`config.mk`:
```
export PLATFORM = sky130hd
export DESIGN_NAME = dummy_req_collector
export DESIGN_NICKNAME = d
export VERILOG_FILES = /design/src/rtl/cf_math_pkg.sv /design/src/rtl/dummy_req_pkg.sv /design/src/rtl/dummy_rr_pick.sv /design/src/rtl/lzc.sv /design/src/rtl/dummy_req_collector.sv
export SDC_FILE = /design/constraint.sdc
export NUM_CORES = 1
export LEC_CHECK = 0
export ABC_AREA = 1
export BUFFER_PORTS_ARGS = -buffer_cell sky130_fd_sc_hd__buf_2
export CORE_MARGIN = 5
export CORE_UTILIZATION = 35
export DETAILED_ROUTE_END_ITERATION = 12
export HOLD_SLACK_MARGIN = 0.15
export PLACE_DENSITY = 0.7
export SYNTH_ARGS = -nofsm -noshare
export SYNTH_HDL_FRONTEND = slang
export SYNTH_SLANG_ARGS = --single-unit
```
`constraint.sdc`:
```
create_clock -name clk_i -period 3.53 [get_ports clk_i]
set_input_delay 0.706 -clock clk_i [delete_from_list [all_inputs] [get_ports clk_i]]
set_output_delay 0.706 -clock clk_i [all_outputs]
set_load 0.01 [all_outputs]
```
`src/rtl/cf_math_pkg.sv`:
```
// Minimal subset of the common_cells math helpers used for index and count widths.
package cf_math_pkg;

  // Bits needed to address num_idx entries; never less than one bit.
  function automatic int unsigned idx_width(input int unsigned num_idx);
    return (num_idx > 32'd1) ? unsigned'($clog2(num_idx)) : 32'd1;
  endfunction

endpackage

```
`src/rtl/dummy_req_pkg.sv`:
```
// Shared types and the round-robin mask helper for the request collector.
package dummy_req_pkg;

  localparam int unsigned NumReq   = 32'd8;
  localparam int unsigned IdxWidth = cf_math_pkg::idx_width(NumReq);
  // Widest request vector rr_mask can describe; callers truncate to their own width.
  localparam int unsigned MaxReq   = 32'd64;

  typedef logic [IdxWidth-1:0] req_idx_t;

  // All bits strictly above last; empty once last is the top index.
  function automatic logic [MaxReq-1:0] rr_mask(input int unsigned last);
    return {MaxReq{1'b1}} << (last + 32'd1);
  endfunction

endpackage

```
`src/rtl/dummy_rr_pick.sv`:
```
// Combinational round-robin pick: lowest pending bit above last, else lowest pending bit.
module dummy_rr_pick
  import dummy_req_pkg::*;
#(
  parameter int unsigned NumReq   = dummy_req_pkg::NumReq,
  parameter int unsigned IdxWidth = cf_math_pkg::idx_width(NumReq)
) (
  input  logic [NumReq-1:0]   pend_i,
  input  logic [IdxWidth-1:0] last_i,
  output logic [IdxWidth-1:0] pick_o,
  output logic                any_o
);

  logic [NumReq-1:0]   mask_s;
  logic [NumReq-1:0]   masked_s;
  logic [IdxWidth-1:0] cnt_masked_s;
  logic [IdxWidth-1:0] cnt_all_s;
  logic                empty_masked_s;
  logic                empty_all_s;

  assign mask_s   = NumReq'(rr_mask(32'(last_i)));
  assign masked_s = pend_i & mask_s;

  lzc #(
    .WIDTH    (NumReq),
    .MODE     (1'b0),
    .CNT_WIDTH(IdxWidth)
  ) i_lzc_masked (
    .in_i   (masked_s),
    .cnt_o  (cnt_masked_s),
    .empty_o(empty_masked_s)
  );

  lzc #(
    .WIDTH    (NumReq),
    .MODE     (1'b0),
    .CNT_WIDTH(IdxWidth)
  ) i_lzc_all (
    .in_i   (pend_i),
    .cnt_o  (cnt_all_s),
    .empty_o(empty_all_s)
  );

  assign pick_o = empty_masked_s ? cnt_all_s : cnt_masked_s;
  assign any_o  = ~empty_all_s;

endmodule

```
`src/rtl/lzc.sv`:
```
// Leading/trailing zero counter compatible with the common_cells lzc interface.
module lzc #(
  parameter int unsigned WIDTH     = 32'd2,
  parameter bit          MODE      = 1'b0,
  parameter int unsigned CNT_WIDTH = cf_math_pkg::idx_width(WIDTH)
) (
  input  logic [WIDTH-1:0]     in_i,
  output logic [CNT_WIDTH-1:0] cnt_o,
  output logic                 empty_o
);

  // MODE 0 returns the lowest set bit, MODE 1 the count of leading zeros.
  always_comb begin
    cnt_o = '0;
    if (MODE) begin
      for (int i = 0; i < int'(WIDTH); i++) begin
        if (in_i[i]) begin
          cnt_o = CNT_WIDTH'(int'(WIDTH) - 1 - i);
        end else begin
          cnt_o = cnt_o;
        end
      end
    end else begin
      for (int i = int'(WIDTH) - 1; i >= 0; i--) begin
        if (in_i[i]) begin
          cnt_o = CNT_WIDTH'(i);
        end else begin
          cnt_o = cnt_o;
        end
      end
    end
  end

  assign empty_o = ~|in_i;

endmodule

```
`src/rtl/dummy_req_collector.sv`:
```
// Sticky request collector presenting one round-robin granted index per valid/ready handshake.
module dummy_req_collector
  import dummy_req_pkg::*;
#(
  parameter int unsigned NumReq   = 32'd8,
  parameter int unsigned IdxWidth = cf_math_pkg::idx_width(NumReq),
  parameter int unsigned CntWidth = cf_math_pkg::idx_width(NumReq + 32'd1)
) (
  input  logic                clk_i,
  input  logic                rst_i,
  input  logic                clear_i,
  input  logic [NumReq-1:0]   req_i,
  output logic                valid_o,
  input  logic                ready_i,
  output logic [IdxWidth-1:0] idx_o,
  output logic [NumReq-1:0]   pending_o,
  output logic [CntWidth-1:0] count_o,
  output logic                dropped_o
);

  localparam logic [NumReq-1:0]   OneHot  = {{(NumReq-1){1'b0}}, 1'b1};
  localparam logic [IdxWidth-1:0] LastRst = IdxWidth'(NumReq - 32'd1);

  logic [NumReq-1:0]   pend_q, pend_d;
  logic                valid_q, valid_d;
  logic [IdxWidth-1:0] idx_q, idx_d;
  logic [IdxWidth-1:0] last_q, last_d;
  logic                drop_q, drop_d;
  logic [CntWidth-1:0] count_s;

  logic [IdxWidth-1:0] pick_s;
  logic                any_s;
  logic                load_s;
  logic [NumReq-1:0]   clr_mask_s;

  dummy_rr_pick #(
    .NumReq  (NumReq),
    .IdxWidth(IdxWidth)
  ) i_pick (
    .pend_i(pend_q),
    .last_i(last_q),
    .pick_o(pick_s),
    .any_o (any_s)
  );

  assign load_s     = ~valid_q | ready_i;
  assign clr_mask_s = (load_s && any_s) ? (OneHot << pick_s) : '0;

  // Next state: clear flushes everything; otherwise set-wins pending update and optional grant.
  always_comb begin
    pend_d  = (pend_q & ~clr_mask_s) | req_i;
    drop_d  = |(req_i & pend_q & ~clr_mask_s);
    valid_d = valid_q;
    idx_d   = idx_q;
    last_d  = last_q;
    if (clear_i) begin
      pend_d  = '0;
      drop_d  = 1'b0;
      valid_d = 1'b0;
      idx_d   = '0;
      last_d  = LastRst;
    end else if (load_s) begin
      valid_d = any_s;
      if (any_s) begin
        idx_d  = pick_s;
        last_d = pick_s;
      end else begin
        idx_d  = idx_q;
        last_d = last_q;
      end
    end else begin
      valid_d = valid_q;
    end
  end

  // State registers.
  always_ff @(posedge clk_i or posedge rst_i) begin
    if (rst_i) begin
      pend_q  <= '0;
      valid_q <= 1'b0;
      idx_q   <= '0;
      last_q  <= LastRst;
      drop_q  <= 1'b0;
    end else begin
      pend_q  <= pend_d;
      valid_q <= valid_d;
      idx_q   <= idx_d;
      last_q  <= last_d;
      drop_q  <= drop_d;
    end
  end

  // Population count of the registered pending vector.
  always_comb begin
    count_s = '0;
    for (int k = 0; k < int'(NumReq); k++) begin
      count_s = count_s + CntWidth'(pend_q[k]);
    end
  end

  assign valid_o   = valid_q;
  assign idx_o     = idx_q;
  assign pending_o = pend_q;
  assign count_o   = count_s;
  assign dropped_o = drop_q;

endmodule

```
; Word-level counts from Yosys, hierarchy flattened
; Index checks and enable logic that the tools add are counted.
[totals]
register_bits = 16
word_cells = 56
[op_classes]
n_addsub = 8
shift = 2
n_mux = 26
n_bitwise = 8
reduce_logical = 7
[ops]
columns = operator, count
row1 = "64-bit by 32-bit << shifter with 8-bit output, first input constant", 1
row2 = 3-bit 2-to-1 mux, 21
row3 = 8-bit AND, 4
row4 = 8-bit OR reduction, 3
row5 = 4-bit by 1-bit adder with 4-bit output, 4
row6 = 8-bit 2-to-1 mux, 2
row7 = 8-bit NOT, 1
row8 = 8-bit bitwise OR, 1
row9 = "1-bit by 3-bit << shifter with 8-bit output, first input constant", 1
row10 = 3-bit by 1-bit adder with 4-bit output, 1
row11 = "3-bit by 1-bit adder with 4-bit output, second input constant", 1
row12 = 2-bit nonzero test, 2
row13 = 2-bit by 1-bit adder with 3-bit output, 1
row14 = 1-bit 2-to-1 mux, 3
row15 = 1-bit by 1-bit adder with 2-bit output, 1
row16 = 2-bit AND reduction, 1
row17 = 1-bit logical AND, 1
row18 = 1-bit NOT, 1
row19 = 1-bit bitwise OR, 1

; Logic depth before layout (Yosys ltp)
[depth]
ltp_word = 18
mapped_depth = 19
mapped_depth_nobuf = 19

; Hierarchy
; From an unflattened synthesis, not the netlist that was laid out.
[unflattened]
cells_unflattened = 213
hier_area_um2 = 1447.6
[by_module_without_submodules]
columns = module, n_inst, cells_per_inst, area_per_inst_um2
row1 = dummy_req_collector, 1, 131, 1043.5
row2 = lzc, 2, 21, 101.3
row3 = dummy_rr_pick, 1, 40, 201.4

; Least setup slack after synthesis
; Ideal clock, no wire load.
[synth_timing]
kind = register -> output
from = register pend_q[0], in the netlist pending_o[0]
to = output port count_o[2]
arrival_ns = 2.812
slack_ns = 0.012
path_stages_with_launch = 10
n_path_buf = 0
cell_sequence = dfrtp_1 fa_1 inv_1 fa_1 fa_1 inv_1 ha_1 inv_1 fa_1 xnor2_1
[synth_via]
elab_chain_cells = 7
[synth_lines]
columns = element, line
row1 = from (decl), dummy_req_collector.sv:24  ; logic [NumReq-1:0] pend_q, pend_d;
row2 = from (signal assigned), dummy_req_collector.sv:85  ; pend_q <= pend_d;
row3 = 1-bit by 1-bit adder with 2-bit output, dummy_req_collector.sv:97  ; count_s = count_s + CntWidth'(pend_q[k]);
row4 = 2-bit by 1-bit adder with 3-bit output, dummy_req_collector.sv:97
row5 = 3-bit by 1-bit adder with 4-bit output, dummy_req_collector.sv:97
row6 = 4-bit by 1-bit adder with 4-bit output (4 in a row), dummy_req_collector.sv:97
row7 = to (decl), dummy_req_collector.sv:17  ; output logic [CntWidth-1:0] count_o,
; No other way between the ends.

; Worst setup path after layout
[layout_timing]
from = register pend_q[0], in the netlist pending_o[0]
to = output port count_o[1]
; Same word-level chain as after synthesis.

==> summary.md <==
| Metric | Value |
|---|---|
| Run status | `finished with violations` |
| Violated checks | `negative setup slack` |
| Worst-path clk slew | `60 ps` |
| Worst hold stages | `2` |
| Fin util | `44.7%` |
| Count of warnings emitted by yosys | `0` |
| Post-Synthesis Cells | `184` |
| Iter 0 DRT Violations | `67` |
| CP Capture Point | `count_o[1]` |
| Power per cell area | `864 nW/um2` |
| CP Max Fanout | `2` |
| Initial Util | `36.0%` |
| Syn nets | `208` |
| Wire per inst | `11.3 um` |
| Cts hold-fix bufs | `0` |
| #FFs+latches synth | `16` |
| Final setup vio count | `2` |
| Sink Count | `16` |
| Non-Filler Instances | `268` |
| Multi-input logic area | `803 um2` |
| Crit Reg-Reg Startpoint | `last_q[1]$_DFFE_PP1P_` |
| Largest area contributor in the netlist | `dfrtp_1` |
| I/O pins | `29` |
| Die width | `71.4 um` |
| Hpwl dp | `2460 um` |
| Share of layout cells above drive strength 1 | `29.1%` |
| Final Cycle Share | `106%` |
| WL final | `3030 um` |
| FF-to-FF End | `dropped_o$_DFF_PP0_` |
| Die Footprint | `5100 um2` |
| Synth top area share | `24.7%` |
| Critical path arrival | `3050 ps` |
| Area contributors post-synth | `dfrtp_1, nand2_1, inv_1` |
| Register area | `404 um2` |
| Clock tree buffer depth | `2` |
| Cells after DPL | `263` |
| R2R cell count | `15` |
| Worst slew margin | `59.2%` |
| Commonest cells post-synth | `nand2_1, inv_1, nor2_1` |
| Worst hold path type | `flop to flop` |
| Hold WS | `484 ps` |
| Die Span Y | `71.4 um` |
| VDD IR max | `0.000443 V` |
| Total track usage | `11.9%` |
| Initial antenna violation count | `0` |
| I/O Buffers | `28` |
| Primary FF master, synth | `dfrtp_1` |
| Slew @ Worst Pin | `611 ps` |
| Setup CP Type | `flop to output pin` |
| Reg2Reg Setup Slack | `960 ps` |
| Core Rows | `22` |
| Largest net degree at the start of global routing | `17` |
| H-tree depth | `1` |
| Antenna cells | `0` |
| Design Power | `1.42 mW` |
| Root Driver | `clkbuf_8` |
| Drc violations | `0` |
| Final Hold Viols | `0` |
| Minimum clock period | `3760 ps` |
| Vias/cell | `4.56` |
| Layout overhead on the synthesized area | `24.2%` |
| Cell Area, Placed | `1550 um2` |
| EDFF count, synth | `0` |
| Cell Area, Synth | `1320 um2` |
| Filler cells | `372` |
| Ys async rst share | `100%` |
| Clk Latency, worst-skew pair | `250 ps` |
| CP Capture Type | `output pin` |
| Slew Viols, Final | `0` |
| Design area | `1640 um2` |
| Vias in the first global route | `1,123` |
| RSZ-0062 raised after global routing | `yes` |
| Clock skew | `1.70 ps` |
| Max Cap Viol | `0` |
| Cell with the most instances after synthesis | `nand2_1` |
| Post-route worst setup slack | `-228 ps` |
| Max Freq | `266 MHz` |
| Static leakage | `0.913 nW` |
| Sequential-to-total area share from yosys stat | `30.6%` |
| DR pass1 iterations | `4` |
| CTS Buf Count | `3` |
| Final Wtd Congestion | `0.851` |
| Worst Setup SP | `pending_o[0]$_DFF_PP0_` |
| Via Count | `1,221` |
| CP required | `2820 ps` |
| DP Worst Slack | `19.7 ps` |
| Post-synthesis cell type count | `24` |
| Core area | `3660 um2` |
| Routed Antenna Nets | `0` |
| GRT Residual Overflow | `0` |
| Avg Cell Area, Syn | `7.17 um2` |
| CP startpoint kind | `flop` |
| First-pass GRT wire length | `4940 um` |
| Nets@finish | `245` |
| Fin Setup TNS | `-406 ps` |
| TritonCTS clock tree | `done` |
==> power by group <==
part	leakage [nW]	internal [mW]	switching [mW]
Combinational	0.688	0.364	0.601
Sequential	0.196	0.242	0.0479
Clock	0.0288	0.0989	0.0619
==> final cells by class <==
| type | count | share of cell area (%) |
|---|---|---|
| Sequential cell | 16 | 24.7 |
| Multi-Input combinational cell | 133 | 49.0 |
| Inverter | 34 | 7.79 |
| Tap cell | 48 | 3.67 |
| Clock buffer | 4 | 3.36 |
| Timing Repair Buffer | 33 | 11.5 |
==> cell families after synthesis <==
group           Yosys count  share of synthesized area [%]
compound gates           25                           10.4
xor+xnor                  1                          0.664
fa+ha+maj                12                           13.7
buf+inv                  35                           9.96
flops                    16                           30.6
simple gates             95                           34.6
==> routing by layer <==
| layer | wire (um) | up-vias | share of wire (%) | global-route usage (%) |
|---|---|---|---|---|
| li1 | - | 652 | - | - |
| met1 | 1530 | 539 | 50 | 17.4 |
| met2 | 1350 | 25 | 45 | 18.1 |
| met3 | 115 | 5 | 3.8 | 1.54 |
| met4 | 37 | 0 | 1.2 | 3.76 |
| met5 | 0 | - | 0 | 0 |
==> registers in the layout, summed over array words and instances, names as in the netlist <==
| register | cells |
|---|---|
| idx_o | 3 |
| valid_o | 1 |
| dropped_o | 1 |
| pending_o | 8 |
| last_q | 3 |
==> worst min-delay path by stage <==
stage | from | end | slack [ps]
final | idx_o[0]$_DFFE_PP0P_ | idx_o[0]$_DFFE_PP0P_ | 480
after global routing | idx_o[1]$_DFFE_PP0P_ | idx_o[1]$_DFFE_PP0P_ | 540
after CTS | idx_o[0]$_DFFE_PP0P_ | idx_o[0]$_DFFE_PP0P_ | 490
after detailed placement | idx_o[0]$_DFFE_PP0P_ | idx_o[0]$_DFFE_PP0P_ | 470
after global placement | idx_o[0]$_DFFE_PP0P_ | idx_o[0]$_DFFE_PP0P_ | 470
after floorplan | last_q[0]$_DFFE_PP1P_ | last_q[0]$_DFFE_PP1P_ | 520
==> cells in the final DEF (no fill, tap or decap), types with 6 or more instances in the layout <==
| cell | instances |
|---|---|
| nor2_1 | 19 |
| nand2_2 | 6 |
| o21ai_0 | 9 |
| buf_2 | 27 |
| ha_1 | 7 |
| a21oi_1 | 12 |
| nand2_1 | 44 |
| inv_1 | 30 |
| dfrtp_1 | 13 |
| nand3_1 | 11 |
==> what timing repair did <==
action | CTS | global route
pin swaps | 0 | 2
buffers inserted | 1 | 0
endpoints found under the setup margin | 2 | 3
gates resized for setup | 2 | 7
==> worst max-delay path: stages, from the launching register on <==
cell	delay [ps]
dfrtp_1	400
fa_1	530
inv_1	50
fa_1	500
fa_1	430
inv_2	80
ha_4	130
inv_2	40
fa_2	520
inv_2	30
buf_6	110
(Power assumes the default switching activity.)
